--- src/rtl/sram_ctrl_pkg.sv ---
// Shared definitions for the banked SRAM controller.
//
// Contents:
//   BANK_IDX_W   - fixed width of the bank index carried through the read pipeline
//   clog2()      - ceiling log2 usable in parameter expressions
//   nbanks()     - number of SRAM macros for a given total/per-macro address width
//   be_width()   - number of byte enables for a given data width
//   pipe_entry_t - one stage of the read-latency pipeline {valid, bank}
package sram_ctrl_pkg;

    // Wide enough for up to 256 banks. The top rejects configurations that need more.
    localparam int BANK_IDX_W = 8;

    function automatic int clog2(input int value);
        int result;
        result = 0;
        while ((1 << result) < value) begin
            result = result + 1;
        end
        return result;
    endfunction

    function automatic int nbanks(input int addr_width, input int bank_addr_width);
        return 1 << (addr_width - bank_addr_width);
    endfunction

    function automatic int be_width(input int data_width);
        return data_width / 8;
    endfunction

    typedef struct packed {
        logic                  valid;
        logic [BANK_IDX_W-1:0] bank;
    } pipe_entry_t;

endpackage

--- src/rtl/sram_rsp_fifo.sv ---
// Response FIFO for the banked SRAM controller.
//
// Holds up to DEPTH read words in order. The head word sits in a dedicated
// output register, so out_valid/out_data come straight from flops. The word
// behind it waits in a small ring buffer. Push and pop may happen in the same
// cycle at any occupancy.
//
// Ports:
//   clk, rst   - clock, synchronous active-high reset
//   push       - write push_data this cycle
//   push_data  - word to enqueue
//   pop_ready  - consumer takes the head word when out_valid is also high
//   out_valid  - head word present
//   out_data   - head word; held while out_valid && !pop_ready
module sram_rsp_fifo
    import sram_ctrl_pkg::*;
#(
    parameter int DATA_WIDTH = 32,
    parameter int DEPTH      = 3
) (
    input  logic                  clk,
    input  logic                  rst,
    input  logic                  push,
    input  logic [DATA_WIDTH-1:0] push_data,
    input  logic                  pop_ready,
    output logic                  out_valid,
    output logic [DATA_WIDTH-1:0] out_data
);

    localparam int PTR_W = (DEPTH > 1) ? clog2(DEPTH) : 1;
    localparam int CNT_W = clog2(DEPTH + 1);

    logic [DATA_WIDTH-1:0] ring [DEPTH];
    logic [PTR_W-1:0]      wr_ptr;
    logic [PTR_W-1:0]      rd_ptr;
    logic [CNT_W-1:0]      ring_count;
    logic                  out_valid_q;
    logic [DATA_WIDTH-1:0] out_data_q;

    logic pop;
    logic out_free;
    logic ring_empty;
    logic load_from_ring;
    logic load_from_push;
    logic ring_write;

    assign pop        = out_valid_q && pop_ready;
    assign out_free   = !out_valid_q || pop;
    assign ring_empty = (ring_count == '0);

    // The output register refills from the ring first so that order is kept.
    // A push bypasses the ring only when the ring is empty.
    assign load_from_ring = out_free && !ring_empty;
    assign load_from_push = out_free && ring_empty && push;
    assign ring_write     = push && !load_from_push;

    assign out_valid = out_valid_q;
    assign out_data  = out_data_q;

    function automatic logic [PTR_W-1:0] ptr_next(input logic [PTR_W-1:0] ptr);
        return (ptr == PTR_W'(DEPTH - 1)) ? '0 : ptr + 1'b1;
    endfunction

    // Output register, ring pointers and ring occupancy.
    always_ff @(posedge clk) begin
        if (rst) begin
            out_valid_q <= 1'b0;
            out_data_q  <= '0;
            wr_ptr      <= '0;
            rd_ptr      <= '0;
            ring_count  <= '0;
        end else begin
            if (out_free) begin
                if (!ring_empty) begin
                    out_valid_q <= 1'b1;
                    out_data_q  <= ring[rd_ptr];
                end else if (push) begin
                    out_valid_q <= 1'b1;
                    out_data_q  <= push_data;
                end else begin
                    out_valid_q <= 1'b0;
                end
            end
            if (ring_write) begin
                wr_ptr <= ptr_next(wr_ptr);
            end
            if (load_from_ring) begin
                rd_ptr <= ptr_next(rd_ptr);
            end
            ring_count <= ring_count + CNT_W'(ring_write) - CNT_W'(load_from_ring);
        end
    end

    // Ring storage carries no reset. Stale words are never read because
    // ring_count gates every read.
    always_ff @(posedge clk) begin
        if (ring_write) begin
            ring[wr_ptr] <= push_data;
        end
    end

    // Total occupancy must never exceed DEPTH. Upstream read credits are
    // responsible for keeping it within that limit.
    assert property (@(posedge clk) disable iff (rst)
        !(push && !pop && (CNT_W'(out_valid_q) + ring_count) == CNT_W'(DEPTH)));

endmodule

--- src/rtl/sram_bank_ctrl.sv ---
// Banked SRAM controller.
//
// Accepts word reads and writes on a valid/ready request port and drives
// NBANKS SRAM macros that share address, data and mask buses. Each macro has
// its own enable, write-enable and read-enable. A READ_LATENCY-deep pipeline
// tracks in-flight reads. When a read reaches the end of the pipeline, the
// selected macro's DOUT is captured into a response FIFO. Read credits make
// sure every accepted read has a FIFO slot, so response back-pressure never
// drops data.
//
// Ports:
//   CLK, RST                      - clock, synchronous active-high reset
//   REQ_VALID/READY/WE/ADDR/WDATA/BE - request channel (BE used on writes only)
//   RSP_VALID/READY/RDATA         - read response channel
//   MEM_ADDR/DIN/BM               - broadcast macro address, write data, bit mask
//   MEM_MEN/WEN/REN               - per-bank enable, write enable, read enable
//   MEM_DOUT                      - concatenated macro outputs, bank b at [b*DATA_WIDTH +: DATA_WIDTH]
module sram_bank_ctrl
    import sram_ctrl_pkg::*;
#(
    parameter  int DATA_WIDTH      = 32,
    parameter  int ADDR_WIDTH      = 11,
    parameter  int BANK_ADDR_WIDTH = 10,
    parameter  int READ_LATENCY    = 1,
    parameter  int RSP_DEPTH       = 3,
    localparam int NBANKS          = nbanks(ADDR_WIDTH, BANK_ADDR_WIDTH),
    localparam int BE_WIDTH        = be_width(DATA_WIDTH)
) (
    input  logic                         CLK,
    input  logic                         RST,
    input  logic                         REQ_VALID,
    output logic                         REQ_READY,
    input  logic                         REQ_WE,
    input  logic [ADDR_WIDTH-1:0]        REQ_ADDR,
    input  logic [DATA_WIDTH-1:0]        REQ_WDATA,
    input  logic [BE_WIDTH-1:0]          REQ_BE,
    output logic                         RSP_VALID,
    input  logic                         RSP_READY,
    output logic [DATA_WIDTH-1:0]        RSP_RDATA,
    output logic [BANK_ADDR_WIDTH-1:0]   MEM_ADDR,
    output logic [DATA_WIDTH-1:0]        MEM_DIN,
    output logic [DATA_WIDTH-1:0]        MEM_BM,
    output logic [NBANKS-1:0]            MEM_MEN,
    output logic [NBANKS-1:0]            MEM_WEN,
    output logic [NBANKS-1:0]            MEM_REN,
    input  logic [NBANKS*DATA_WIDTH-1:0] MEM_DOUT
);

    localparam int CREDIT_W = clog2(RSP_DEPTH + 1);

    if (DATA_WIDTH % 8 != 0) begin : g_bad_data_width
        $error("sram_bank_ctrl: DATA_WIDTH must be a multiple of 8");
    end
    if (ADDR_WIDTH < BANK_ADDR_WIDTH) begin : g_bad_addr_width
        $error("sram_bank_ctrl: ADDR_WIDTH must be >= BANK_ADDR_WIDTH");
    end
    if (ADDR_WIDTH - BANK_ADDR_WIDTH > BANK_IDX_W) begin : g_too_many_banks
        $error("sram_bank_ctrl: too many banks for BANK_IDX_W");
    end
    if (READ_LATENCY < 1) begin : g_bad_latency
        $error("sram_bank_ctrl: READ_LATENCY must be >= 1");
    end
    if (RSP_DEPTH < 1) begin : g_bad_depth
        $error("sram_bank_ctrl: RSP_DEPTH must be >= 1");
    end

    logic                  fire;
    logic                  read_fire;
    logic                  rsp_pop;
    logic [CREDIT_W-1:0]   credits;
    logic [BANK_IDX_W-1:0] req_bank;
    pipe_entry_t           pipe [READ_LATENCY];
    logic                  fifo_push;
    logic [DATA_WIDTH-1:0] fifo_push_data;

    // REQ_READY depends only on the credit register and reset. A FIFO slot
    // freed by a pop becomes usable one cycle later.
    assign REQ_READY = (credits < CREDIT_W'(RSP_DEPTH)) && !RST;
    assign fire      = REQ_VALID && REQ_READY;
    assign read_fire = fire && !REQ_WE;
    assign rsp_pop   = RSP_VALID && RSP_READY;

    // The shift form still gives a defined bank index of 0 when there is
    // only one bank and no bank-select bits exist.
    assign req_bank = BANK_IDX_W'(REQ_ADDR >> BANK_ADDR_WIDTH);

    assign MEM_ADDR = REQ_ADDR[BANK_ADDR_WIDTH-1:0];
    assign MEM_DIN  = REQ_WDATA;

    // Bank decode and bit-mask expansion. All enables and the mask are
    // zero unless a request fires in this cycle.
    always_comb begin
        MEM_MEN = '0;
        MEM_WEN = '0;
        MEM_REN = '0;
        MEM_BM  = '0;
        for (int b = 0; b < NBANKS; b++) begin
            if (fire && (req_bank == BANK_IDX_W'(b))) begin
                MEM_MEN[b] = 1'b1;
                MEM_WEN[b] = REQ_WE;
                MEM_REN[b] = !REQ_WE;
            end
        end
        if (fire && REQ_WE) begin
            for (int i = 0; i < BE_WIDTH; i++) begin
                MEM_BM[i*8 +: 8] = {8{REQ_BE[i]}};
            end
        end
    end

    // Read-latency pipeline. Stage 0 is loaded at the macro's sampling edge.
    // The last stage lines up with the cycle in which the macro's DOUT is valid.
    always_ff @(posedge CLK) begin
        if (RST) begin
            for (int i = 0; i < READ_LATENCY; i++) begin
                pipe[i] <= '0;
            end
        end else begin
            pipe[0].valid <= read_fire;
            pipe[0].bank  <= req_bank;
            for (int i = 1; i < READ_LATENCY; i++) begin
                pipe[i] <= pipe[i-1];
            end
        end
    end

    assign fifo_push = pipe[READ_LATENCY-1].valid;

    // Pick the DOUT slice of the bank that the finishing read targeted.
    always_comb begin
        fifo_push_data = '0;
        for (int b = 0; b < NBANKS; b++) begin
            if (pipe[READ_LATENCY-1].bank == BANK_IDX_W'(b)) begin
                fifo_push_data = MEM_DOUT[b*DATA_WIDTH +: DATA_WIDTH];
            end
        end
    end

    // Read credits count accepted reads whose responses have not been
    // consumed yet. Writes take no credit because they produce no response.
    always_ff @(posedge CLK) begin
        if (RST) begin
            credits <= '0;
        end else begin
            case ({read_fire, rsp_pop})
                2'b10:   credits <= credits + 1'b1;
                2'b01:   credits <= credits - 1'b1;
                default: credits <= credits;
            endcase
        end
    end

    sram_rsp_fifo #(
        .DATA_WIDTH(DATA_WIDTH),
        .DEPTH     (RSP_DEPTH)
    ) u_rsp_fifo (
        .clk      (CLK),
        .rst      (RST),
        .push     (fifo_push),
        .push_data(fifo_push_data),
        .pop_ready(RSP_READY),
        .out_valid(RSP_VALID),
        .out_data (RSP_RDATA)
    );

endmodule
--- config.mk ---
export PLATFORM = sky130hd
export DESIGN_NAME = sram_bank_ctrl
export DESIGN_NICKNAME = d
export VERILOG_FILES = /design/src/rtl/sram_ctrl_pkg.sv /design/src/rtl/sram_rsp_fifo.sv /design/src/rtl/sram_bank_ctrl.sv
export SDC_FILE = /design/constraint.sdc
export NUM_CORES = 1
export LEC_CHECK = 0
export CORE_UTILIZATION = 31
export DETAILED_ROUTE_END_ITERATION = 7
export PLACE_DENSITY = 0.68
export RECOVER_POWER = 100
export REMOVE_ABC_BUFFERS = 1
export SYNTH_ARGS = -nofsm -noshare
export SYNTH_HDL_FRONTEND = slang
export SYNTH_HIERARCHICAL = 1
export SYNTH_SLANG_ARGS = --single-unit
--- constraint.sdc ---
create_clock -name CLK -period 4.1 [get_ports CLK]
set_input_delay 0.41 -clock CLK [delete_from_list [all_inputs] [get_ports CLK]]
set_output_delay 0.41 -clock CLK [all_outputs]
set_load 0.01 [all_outputs]
; ---- After elaboration in Yosys (flattened, before gate mapping)
; Memory sizes are Yosys's and may differ from the RTL's. A register that Yosys moved wholly into a read port is not among the register bits.
; Cells that the tools add are included.
[classes]
muxes = 25
eq_ne = 6
div = 0
magnitude_cmp = 1
multipliers = 0
shifts = 0
bitwise = 0
add_sub_neg = 6
n_reduce_logical = 23
[ops]
columns = operator, n
row1 = $mux 32, 5
row2 = $logic_not 8->1, 2
row3 = $mux 1, 13
row4 = $mux 2, 6
row5 = $logic_and 1x1->1, 11
row6 = $eq 8x1->1 const B, 1
row7 = $add 2x1->2 const B, 3
row8 = $eq 2x2->1 const B, 3
row9 = $logic_not 1->1, 5
row10 = $pmux 2 s2, 1
row11 = $add 2x1->2, 1
row12 = $eq 2x1->1 const B, 1
row13 = $logic_not 2->1, 1
row14 = $lt 2x2->1 const B, 1
row15 = $ne 2x1->1 const B, 1
row16 = $reduce_and 2->1, 1
row17 = $reduce_bool 2->1, 1
row18 = $reduce_or 2->1, 1
row19 = $sub 2x1->2, 1
row20 = $sub 2x1->2 const B, 1
row21 = $logic_or 1x1->1, 1
[totals]
memories = 2
ram_bits = 98
out_inout_bits = 114
elab_cells = 69
latch_bits = 0
inputBits = 116
mem_bits_ro = 0
register_bits = 41
[memory_table]
columns = name, depth, word_bits, rd, rd_ports_with_merged_regs, wr, line_no
row1 = u_rsp_fifo.ring, 3, 32, 1, 1, 1, sram_rsp_fifo.sv:33  ; logic [DATA_WIDTH-1:0] ring [DEPTH];
row2 = pipe, 1, 2, 1, 0, 2, sram_bank_ctrl.sv:72  ; pipe_entry_t pipe [READ_LATENCY];

; ---- Logic depth before layout (Yosys ltp)
; Gate-level depths: netlist of run 1.
[logic_depth]
depth_word = 8
ltp_mapped = 7
depth_no_buf = 6

; ---- Modules after synthesis
; The synthesis of run 1 kept the hierarchy.
[modules_own_cells]
columns = mod, seq_area_each_um2, area_per_inst_um2, n_inst, cells_each
row1 = sram_rsp_fifo, 3703.6, 5252.5, 1, 394
row2 = sram_bank_ctrl, 80.1, 1151.1, 1, 134

; ---- Worst setup path before layout of run 1
; OpenSTA, ideal clock, no wires.
[synth_path]
path_kind = reg-to-reg
start = register u_rsp_fifo.out_valid_q, in the netlist u_rsp_fifo/out_valid
end = memory u_rsp_fifo.ring[1][0], enable pin
t_required_ns = 3.630
stages_incl_launch_ff = 5
n_path_buf = 1
path_slack_ns = 0.407
period_less_slack_ns = 3.693
t_arrival_ns = 3.223
setup_ns = 0.470
cell_sequence = dfxtp_1 nor2b_4 buf_6 o31ai_1 nor3b_1
[synth_via]
elab_chain_cells = 8
elab_cells_between_ends = 9
classes_between = 2 x mux / 7 x reduce/logical
[synth_lines]
columns = item, line_no
row1 = from (decl), sram_rsp_fifo.sv:37  ; logic out_valid_q;
row2 = from (signal assigned), sram_rsp_fifo.sv:67  ; out_valid_q <= 1'b0;
row3 = from (signal assigned), sram_rsp_fifo.sv:75  ; out_valid_q <= 1'b1;
row4 = from (signal assigned), sram_rsp_fifo.sv:78  ; out_valid_q <= 1'b1;
row5 = $logic_not 1->1 / $logic_and 1x1->1 (equally long branches), "sram_rsp_fifo.sv:48, sram_rsp_fifo.sv:47"
row6 = $logic_or 1x1->1 *, sram_rsp_fifo.sv:48  ; assign out_free = !out_valid_q || pop;
row7 = $logic_and 1x1->1 * (2 in a row), sram_rsp_fifo.sv:54  ; assign load_from_push = out_free && ring_empty && push;
row8 = $logic_not 1->1 *, sram_rsp_fifo.sv:55  ; assign ring_write = push && !load_from_push;
row9 = $logic_and 1x1->1 *, sram_rsp_fifo.sv:55
row10 = $mux 1 *, sram_rsp_fifo.sv:97  ; if (ring_write) begin
row11 = $mux 1 (not written as such) *, sram_rsp_fifo.sv:98  ; ring[wr_ptr] <= push_data;
row12 = to (decl), sram_rsp_fifo.sv:33
; Mark *: on every way between the ends. The rest lies on a longest branch, timed or not.

; ---- Worst setup path after layout of run 1
[layout_path]
start = input RST
end = output MEM_BM[5]
[layout_via]
elab_chain_cells = 5
[layout_lines]
columns = item, line_no
row1 = from (decl), sram_bank_ctrl.sv:30  ; input logic RST,
row2 = $logic_not 1->1, sram_bank_ctrl.sv:78  ; assign REQ_READY = (credits < CREDIT_W'(RSP_DEPTH)) && !RST;
row3 = $logic_and 1x1->1, sram_bank_ctrl.sv:78
row4 = $logic_and 1x1->1, sram_bank_ctrl.sv:79  ; assign fire = REQ_VALID && REQ_READY;
row5 = $logic_and 1x1->1, sram_bank_ctrl.sv:104  ; if (fire && REQ_WE) begin
row6 = $mux 32, sram_bank_ctrl.sv:104
row7 = to (decl), sram_bank_ctrl.sv:42  ; output logic [DATA_WIDTH-1:0] MEM_BM,
; Every way passes these cells.

==> summary.txt, run 1 <==
status: finished, violations left
failing checks: max-capacitance violations, max-slew violations
setup ws final: 0.889 ns
Global Route Usage Sum: 14.3%
vias in the first global route: 4296
Worst Tran Pin Value: 1.60 ns
WS Path Type: input port to output pin
pwr dens: 578 mW/mm2
Mapped Area: 0.00640 mm2
clk buf depth: 2
most common cell after layout, fill and taps aside: edfxtp_1
crit share post-route: 78.3%
hold_buf cts: 0
crit start category: input port
drt first-iter violations: 197
first-pass GRT wire length: 23.2 mm
post-synthesis sequential area ratio: 59.1%
Worst Hold Depth: 1
RSZ-0062 raised after global routing: false
DP HPWL: 9.29 mm
final WL: 14.6 mm
post-synthesis cell type count: 35
crit path capture type: output pin
f_max: 311 MHz
Synth Area per Inst: 12.1 um2
core area: 0.0202 mm2
CTS Sinks: 141
drt drc: 0
Hold WC Path Type: register to register
worst slack, placed: 1.31 ns
average wire per standard cell: 16.7 um
Yosys reg bits: 141
Worst-path clk slew: 0.05 ns
max-cap violations: 2
Final #Nets: 710
Filler cells: 1918
synth warn: 6
largest net degree at the start of global routing: 65
R2R cell count: 3
CTS tree: done
row cnt: 52
CTS H-tree depth: 4
layout cells sized above 1: 6.94%
vias per inst: 4.76
LEAKAGE: 0.00299 uW
Worst Path Arrival: 2.80 ns
Fin. Hold Viols: 0
setup tns final: 0 ns
Setup Buffers After CTS: 0
port bufs: 145
Initial Util: 31.6%
VDD IR max: 0.244 mV
CTS Buf Count: 17
CP Max Fanout: 18
grt total ovfl: 0
Final GP Congestion: 0.703
Ports: 230
CTS resizes: 0
post-route clock skew: 0.00687 ns
clk root buf: clkbuf_16
ANT nets after route: 0
diodes inserted: 0
Final min period: 3.21 ns
clk_lat worst skew: 0.41 ns
Critical Path RT: 3.69 ns
design area: 0.00813 mm2
number of setup violations in the final report: 0
most frequent cells in the layout: edfxtp_1, clkdlybuf4s50_1, nand2_1
Vias: 4166
DP Area: 0.00758 mm2
Die Outline Area: 0.0212 mm2
Final Max Tran Viols: 58
Post-Syn Instances: 528
Layout Area Growth over Synthesis: 26.9%
Horiz. Die Dim: 146 um
Die Ht: 146 um
initial antenna violation count: 0
drt first pass iters: 6
slew margin rel.: -7.14%
logic make-up after synthesis:
kind of cell,Yosys count,share of synthesized area [%]
XOR/XNOR,2,0.274
buffers and inverters,106,10.7
multiplexers,64,10.6
adder cells (fa/ha/maj),2,0.391
AO/OA/AOI/OAI,111,11.4
AND/OR/NAND/NOR,102,7.48
flip-flops,141,59.1
synth_stat cells:
cell type | instances | share of area, %
edfxtp_1 | 96 | 45
buf_4 | 70 | 8.2
nand2_1 | 68 | 4.0
dfxtp_1 | 45 | 14
a21oi_1 | 40 | 3.1
o21ai_0 | 35 | 2.7
a32o_1 | 32 | 5.0
mux2i_1 | 32 | 5.0
mux2_2 | 30 | 5.3
clkbuf_1 | 18 | 1.1
buf_2 | 15 | 1.2
and2_1 | 8 | 0.78
nor2_1 | 7 | 0.41
nor2b_1 | 3 | 0.29
nor3_1 | 3 | 0.23
nor3b_1 | 3 | 0.35
or3_1 | 3 | 0.29
ha_1 | 2 | 0.39
mux2_1 | 2 | 0.35
a21bo_2 | 1 | 0.16
and2b_2 | 1 | 0.14
buf_6 | 1 | 0.18
inv_1 | 1 | 0.059
inv_2 | 1 | 0.059
nor2b_4 | 1 | 0.21
nor3b_2 | 1 | 0.20
nor4b_1 | 1 | 0.14
o21a_1 | 1 | 0.12
o21ba_2 | 1 | 0.16
o31ai_1 | 1 | 0.12
or2_4 | 1 | 0.14
or3_4 | 1 | 0.18
or3b_1 | 1 | 0.14
xnor2_1 | 1 | 0.14
xor2_1 | 1 | 0.14
worst max-delay path, stage by stage:
cell and delay (ns):
dlygate4sd3_1 0.53, clkbuf_1 0.38, nor3b_2 0.40, and2_0 0.40
dlygate4sd3_1 0.67
where the power goes:
part | internal [uW] | switching [uW]
Sequential | 1730 | 197
Combinational | 664 | 615
Clock | 952 | 534
final timing paths:
check,start,slack (ns),to
max,RST,0.89,MEM_BM[5]
min,u_rsp_fifo/out_data[6]$_SDFFE_PP0P_,0.46,u_rsp_fifo/out_data[6]$_SDFFE_PP0P_
max reg2reg,pipe[0][1]$_SDFF_PP0_,1.07,u_rsp_fifo/ring[0][26]$_DFFE_PP_
min reg2reg,u_rsp_fifo/out_data[6]$_SDFFE_PP0P_,0.46,u_rsp_fifo/out_data[6]$_SDFFE_PP0P_
routing by layer:
metal | vias up | GRT usage, % | part of all wire, %
li1 | 1980 | - | -
met5 | - | 0.909 | 0
met1 | 1970 | 17.5 | 43
met3 | 14 | 7.77 | 11
met4 | 0 | 4.05 | 0.87
met2 | 202 | 21.6 | 45
registers in the layout (all words and copies together), names as in the netlist, named ones only:
signal / cells
u_rsp_fifo/wr_ptr: 2
u_rsp_fifo/out_data: 32
u_rsp_fifo/rd_ptr: 2
u_rsp_fifo/ring: 96
u_rsp_fifo/out_valid: 1
pipe: 2
credits: 2
u_rsp_fifo/ring_count: 2
cell type report:
class / instances / area, um2 / share of cell area (%)
Sequential cell: 141 / 3790 / 46.6
Clock inverter: 8 / 87.6 / 1.08
Timing Repair Buffer: 149 / 1470 / 18.1
Tap cell: 270 / 338 / 4.16
Clock buffer: 24 / 492 / 6.05
Inverter: 2 / 7.51 / 0.0924
Multi-Input combinational cell: 281 / 1950 / 23.9
stage by stage:
stage	instances	utilization [%]	power [uW]	hold WS [ns]
floorplan	424	-	2730	0.448
detailed placement	843	37.5	3340	0.454
global placement	843	37.5	3310	0.446
CTS	875	40.3	4850	0.466
global route	875	40.2	4990	0.475
finish	875	40.2	4690	0.456
(Power assumes the default switching activity.)
==> run 2: changes to the inputs <==
==> constraint.sdc (replaced) <==
create_clock -name CLK -period 3.05 [get_ports CLK]
set_input_delay 0.305 -clock CLK [delete_from_list [all_inputs] [get_ports CLK]]
set_output_delay 0.305 -clock CLK [all_outputs]
set_load 0.01 [all_outputs]
==> summary.txt, run 2 (synthesized netlist as in run 1, its figures left out) <==
most common cell after layout, fill and taps aside: edfxtp_1
Ports: 230 (unchanged)
crit share post-route: 88.0%
Worst-path clk slew: 0.05 ns (about the same)
CTS Sinks: 141 (unchanged)
Largest Register: u_rsp_fifo/ring
hold_buf cts: 0 (unchanged)
CP Max Fanout: 8 (-10)
Horiz. Die Dim: 146 um (unchanged)
layout cells sized above 1: 8.31% (+1.4 points)
drt first pass iters: 4 (-2)
Global Route Usage Sum: 14.7% (+0.36 points)
routing usage on met3: 7.87% (+0.094 points)
crit start category: input port
clk root buf: clkbuf_16
pwr dens: 791 mW/mm2 (+37%)
vias in the first global route: 4306 (+0.23%)
largest net degree at the start of global routing: 61 (-6.2%)
CTS H-tree depth: 4 (unchanged)
Fin. Hold Viols: 0 (unchanged)
vias per inst: 4.76 (about the same)
number of setup violations in the final report: 0 (unchanged)
most frequent cells in the layout: edfxtp_1, clkdlybuf4s50_1, nand2_1
clk buf depth: 2 (unchanged)
drt first-iter violations: 203 (+3.0%)
met1 usage in global routing: 17.9% (+0.47 points)
Critical Path RT: 2.74 ns (-0.95 ns)
Final GP Congestion: 0.747 (+6.2%)
Vias: 4207 (+0.98%)
first-pass GRT wire length: 23.7 mm (+2.1%)
status: finished, violations left
met2 GRT Util: 22.1% (+0.48 points)
CTS resizes: 0 (unchanged)
Worst Path Arrival: 2.38 ns (-0.42 ns)
Hold WC Path Type: register to register
Final Max Tran Viols: 33 (-43%)
Final #Nets: 720 (+1.4%)
WS Path Type: input port to output pin
Die Ht: 146 um (unchanged)
initial antenna violation count: 0 (unchanged)
max reg flops: 96 (unchanged)
Die Outline Area: 0.0212 mm2 (unchanged)
LEAKAGE: 0.00303 uW (+1.3%)
Initial Util: 31.6% (unchanged)
crit path capture type: output pin
ANT nets after route: 0 (unchanged)
f_max: 372 MHz
post-route clock skew: 0.0131 ns (+0.00622 ns)
VDD IR max: 0.337 mV (+38%)
Final min period: 2.68 ns
Layout Area Growth over Synthesis: 28.9%
CTS tree: done
setup tns final: 0 ns (unchanged)
row cnt: 52 (unchanged)
slew margin rel.: -7.63% (-0.49 points)
diodes inserted: 0 (unchanged)
max-cap violations: 1 (-1)
DP HPWL: 9.85 mm (+6.0%)
final non-filler cell total: 884 (+1.0%)
port bufs: 145 (unchanged)
core area: 0.0202 mm2 (unchanged)
CTS Buf Count: 17 (unchanged)
RSZ-0062 raised after global routing: false
drt drc: 0 (unchanged)
Worst Tran Pin Value: 1.61 ns (+0.0111 ns)
Setup Buffers After CTS: 0 (unchanged)
grt total ovfl: 0 (unchanged)
grt peak-use layer: met2
final WL: 14.8 mm (+1.6%)
failing checks: max-capacitance violations, max-slew violations
placed cells: 853 (+1.2%)
clk_lat worst skew: 0.41 ns (about the same)
average wire per standard cell: 16.8 um (+0.54%)
[run 2: cell count changes in the layout (fill, tap and decap cells not counted), moves of 2 or more]
cell and delta:
buf_4 +7, bufinv_16 +2, clkdlybuf4s50_1 +7, clkinv_2 -3, clkinvlp_4 +3, dlygate4sd3_1 -7
[run 2: stage by stage]
step | power (uW) | utilization (%) | instance area (um2) | setup WS [ns] | hold WS (ns)
2_1_floorplan | 3670 | - | 5720 | -1.09 | 0.374
3_3_place_gp | 4480 | 37.9 | 7670 | 0.503 | 0.448
3_5_place_dp | 4510 | 37.9 | 7670 | 0.469 | 0.453
4_1_cts | 6710 | 41.0 | 8300 | 0.439 | 0.467
5_1_grt | 6910 | 40.8 | 8250 | 0.166 | 0.473
6_report | 6530 | 40.8 | 8250 | 0.365 | 0.458
[run 2: area by class of cell]
| cell class | instances | area [um2] |
|---|---|---|
| Clock buffer | 20 | 467 |
| Clock inverter | 11 | 164 |
| Fill cell | 1899 | 12000 |
| Inverter | 2 | 7.51 |
| Multi-Input combinational cell | 281 | 1940 |
| Sequential cell | 141 | 3790 |
| Tap cell | 270 | 338 |
| Timing Repair Buffer | 159 | 1550 |
[run 2: worst paths after layout]
check	startpoint	endpoint	slack, ns	cells after the start
worst max-delay path	REQ_VALID	MEM_BM[3]	0.37	5
worst min-delay path	u_rsp_fifo/out_data[14]$_SDFFE_PP0P_	u_rsp_fifo/out_data[14]$_SDFFE_PP0P_	0.46	1
worst max register to register	u_rsp_fifo/out_valid$_SDFFE_PP0N_	u_rsp_fifo/ring[2][31]$_DFFE_PP_	0.60	4
worst min register to register	u_rsp_fifo/out_data[14]$_SDFFE_PP0P_	u_rsp_fifo/out_data[14]$_SDFFE_PP0P_	0.46	1
[run 2: critical path: stages]
cell and delay [ns]:
clkdlybuf4s50_1 0.45, a21bo_2 0.24, nor3b_2 0.29, and2_0 0.46, clkdlybuf4s50_1 0.63
[run 2: power by group]
| part | total, uW | switching, uW | internal (uW) |
|---|---|---|---|
| combinational | 1830 | 921 | 907 |
| sequential | 2510 | 186 | 2330 |
| clock | 2190 | 764 | 1420 |
| total | 6530 | 1870 | 4660 |
[run 2: metal layers]
layer,share of wire [%],vias to the layer above
met5,0,-
met4,0.64,0
met3,10,9
met2,44,179
met1,45,2009
li1,-,2010
==> run 3: changes to the inputs <==
--- a/config.mk
+++ b/config.mk
@@ -5,9 +5,10 @@
 export SDC_FILE = /design/constraint.sdc
 export NUM_CORES = 1
 export LEC_CHECK = 0
+export ABC_AREA = 1
 export CORE_UTILIZATION = 31
 export DETAILED_ROUTE_END_ITERATION = 7
-export PLACE_DENSITY = 0.68
+export PLACE_DENSITY = 0.66
 export RECOVER_POWER = 100
 export REMOVE_ABC_BUFFERS = 1
 export SYNTH_ARGS = -nofsm -noshare
==> summary.txt, run 3 <==
Final min period: 2.67 ns (-0.0138 ns)
CTS resizes: 0 (unchanged)
CP Max Fanout: 32 (+24)
post-route clock skew: 0.00949 ns (-0.00360 ns)
Worst Hold Depth: 4 (+3)
most used flip-flop cell after synthesis: edfxtp_1
Die Outline Area: 0.0239 mm2 (+13%)
status: completed
most frequent cells in the layout: nand2_1, nor2_1, inv_1
Hold WC Path Type: input port to register
CP top delay family: buffers and inverters
VDD IR max: 0.462 mV (+37%)
pwr dens: 819 mW/mm2 (+3.4%)
area share of fa/ha/maj cells after synthesis: 0.346% (-0.045 points)
max reg flops: 96 (unchanged)
CP Launch Point: u_rsp_fifo/ring_count[1]$_SDFF_PP0_
Crit-path slowest cell: clkbuf_1
Fin. Hold Viols: 0 (unchanged)
post-synthesis sequential area ratio: 52.3% (-6.7 points)
RSZ-0062 raised after global routing: false
Initial Util: 31.7% (+0.091 points)
largest net degree at the start of global routing: 65 (+6.6%)
count leader, synth: nand2_1
Final Core Density: 38.9% (-1.9 points)
drt drc: 0 (unchanged)
Layout Area Growth over Synthesis: 22.4%
Sequential Power Share: 34.0% (-4.5 points)
area leader, netlist: edfxtp_1
Worst Path Arrival: 2.73 ns (+0.35 ns)
Hold Path Origin: RST
r2r setup slk: 0.38 ns (-0.22 ns)
Synth Area in Compound Gates: 3.12% (-8.3 points)
LEAKAGE: 0.00402 uW (+33%)
Final Max Tran Viols: 0 (-100%)
Final #Nets: 1007 (+40%)
grt total ovfl: 0 (unchanged)
Ports: 230 (unchanged)
number of setup violations in the final report: 0 (unchanged)
core area: 0.0228 mm2 (+13%)
port bufs: 145 (unchanged)
Vias: 5196 (+24%)
Post-synth EDFFs: 96 (unchanged)
synth warn: 6 (unchanged)
Mapped Area: 0.00723 mm2 (+13%)
Reg-to-Reg End: u_rsp_fifo/ring[1][19]$_DFFE_PP_
Largest Register: u_rsp_fifo/ring
layout cells sized above 1: 4.88% (-3.4 points)
ANT nets after route: 0 (unchanged)
area share of the largest cell type after synthesis: 39.9% (-5.1 points)
top post-synthesis cells by area: edfxtp_1, dfxtp_1, nand2_1, buf_4, inv_1
crit share post-route: 87.6% (-0.45 points)
Worst Tran Pin Value: 1.28 ns (-0.329 ns)
f_max: 374 MHz (+0.52%)
Worst Hold End: credits[1]$_SDFFE_PP0P_
Worst-path clk slew: 0.06 ns (about the same)
final WL: 17.8 mm (+20%)
initial antenna violation count: 0 (unchanged)
net switching power: 2490 uW (+33%)
Synth Area per Inst: 8.82 um2 (-27%)
R2R cell count: 5 (+1)
crit start category: register
CTS H-tree depth: 4 (unchanged)
internal power: 4750 uW (+1.9%)
max incr delay on CP: 0.85 ns (+0.22 ns)
average wire per standard cell: 14.6 um (-13%)
diodes inserted: 0 (unchanged)
CTS tree: done
Synth Area in Simple Gates: 20.2% (+13 points)
Post-Syn Instances: 820 (+55%)
Horiz. Die Dim: 155 um (+6.2%)
CP Buf/Inv Count: 2 (unchanged)
hold_buf cts: 0 (unchanged)
placed cells: 1183 (+39%)
post-synthesis cell type count: 22 (-37%)
Global Route Usage Sum: 15.1% (+0.46 points)
final non-filler cell total: 1214 (+37%)
row cnt: 55 (+5.8%)
most common cell after layout, fill and taps aside: nand2_1
max-cap violations: 0 (-1)
clk buf depth: 2 (unchanged)
clock network power share: 30.7% (-2.8 points)
Critical Path RT: 3.11 ns (+0.37 ns)
clk_lat worst skew: 0.42 ns (about the same)
crit-path cells: nor2_4, clkbuf_1, a21oi_1, nand2_1, inv_2
post-synthesis mux area share: 6.54% (-4.1 points)
top cells by count, synth: nand2_1, inv_1, nor2_1
largest family of logic cells by synthesized area: simple AND/OR/NAND/NOR gates
vias per inst: 4.28 (-10%)
Setup Buffers After CTS: 0 (unchanged)
drt first-iter violations: 301 (+48%)
crit path capture type: register
vias in the first global route: 4847 (+13%)
WS Path Type: register to register
clk root buf: clkbuf_16
setup tns final: 0 ns (unchanged)
fraction of synthesized cell area in xor and xnor cells: 0.121% (-0.15 points)
Final GP Congestion: 0.708 (-5.2%)
first-pass GRT wire length: 27.0 mm (+14%)
CTS Buf Count: 17 (unchanged)
slew margin rel.: 14.1% (+22 points)
Yosys reg bits: 141 (unchanged)
drt first pass iters: 6 (+2)
Critical R2R Launch: u_rsp_fifo/ring_count[1]$_SDFF_PP0_
combinational fraction of design power: 35.3% (+7.3 points)
CTS Sinks: 141 (unchanged)
DP HPWL: 11.5 mm (+16%)
ys async rst share: 0% (unchanged)
sw frac: 34.4% (+5.8 points)
Die Ht: 155 um (+6.2%)
==> run 3: routing by layer <==
layer  GRT usage (%)  vias to the layer above  part of all wire (%)
met5            2.48                        -                  0.25
met4            5.28                        2                  0.69
met3            6.86                       13                    10
met2            22.2                      223                    44
met1            19.3                     2351                    45
li1                -                     2607                     -
==> run 3: worst max path at each step <==
stage                                        to  slack (ns)  cells past startpoint
2_1_floorplan   u_rsp_fifo/ring[2][0]$_DFFE_PP_        0.25                      4
3_3_place_gp                          MEM_BM[4]        0.52                      5
3_5_place_dp                          MEM_BM[3]        0.47                      5
4_1_cts                               MEM_BM[3]        0.36                      5
5_1_grt         u_rsp_fifo/ring[0][8]$_DFFE_PP_        0.15                      5
6_report       u_rsp_fifo/ring[1][19]$_DFFE_PP_        0.38                      5
==> run 3: metrics by stage <==
stage / cell area [um2] / hold slack (ns) / power, uW / worst slack, ns
2_1_floorplan: 6440 / 0.374 / 4080 / 0.246
3_3_place_gp: 8360 / 0.453 / 5170 / 0.523
3_5_place_dp: 8360 / 0.455 / 5220 / 0.469
4_1_cts: 9000 / 0.153 / 7470 / 0.355
5_1_grt: 8850 / 0.177 / 7760 / 0.155
6_report: 8850 / 0.171 / 7240 / 0.379
==> run 3: worst min-delay path, stage by stage <==
cell	delay (ns)
buf_2	0.09
inv_1	0.05
nand2_1	0.06
nor2_1	0.04
==> run 3: final cells by class <==
type | count | area (um2)
clock buffer | 19 | 443
clock inverter | 12 | 194
fill | 2307 | 13900
inverter | 125 | 469
multi-input combinational | 450 | 2070
sequential | 141 | 3780
tap | 313 | 392
timing repair buffer | 154 | 1500
==> run 3: cells by family after synthesis <==
group,Yosys count
flops,141
compound gates,45
mux,32
simple gates,370
xor+xnor,1
buf+inv,229
fa+ha+maj,2
==> run 3: power by group through the flow <==
| stage | clock (uW) | sequential [uW] | combinational, uW |
|---|---|---|---|
| global placement | 0 | 2510 | 2660 |
| CTS | 2270 | 2480 | 2720 |
| detailed placement | 0 | 2510 | 2700 |
| finish | 2220 | 2460 | 2560 |
| floorplan | 0 | 2670 | 1420 |
| global route | 2350 | 2500 | 2910 |
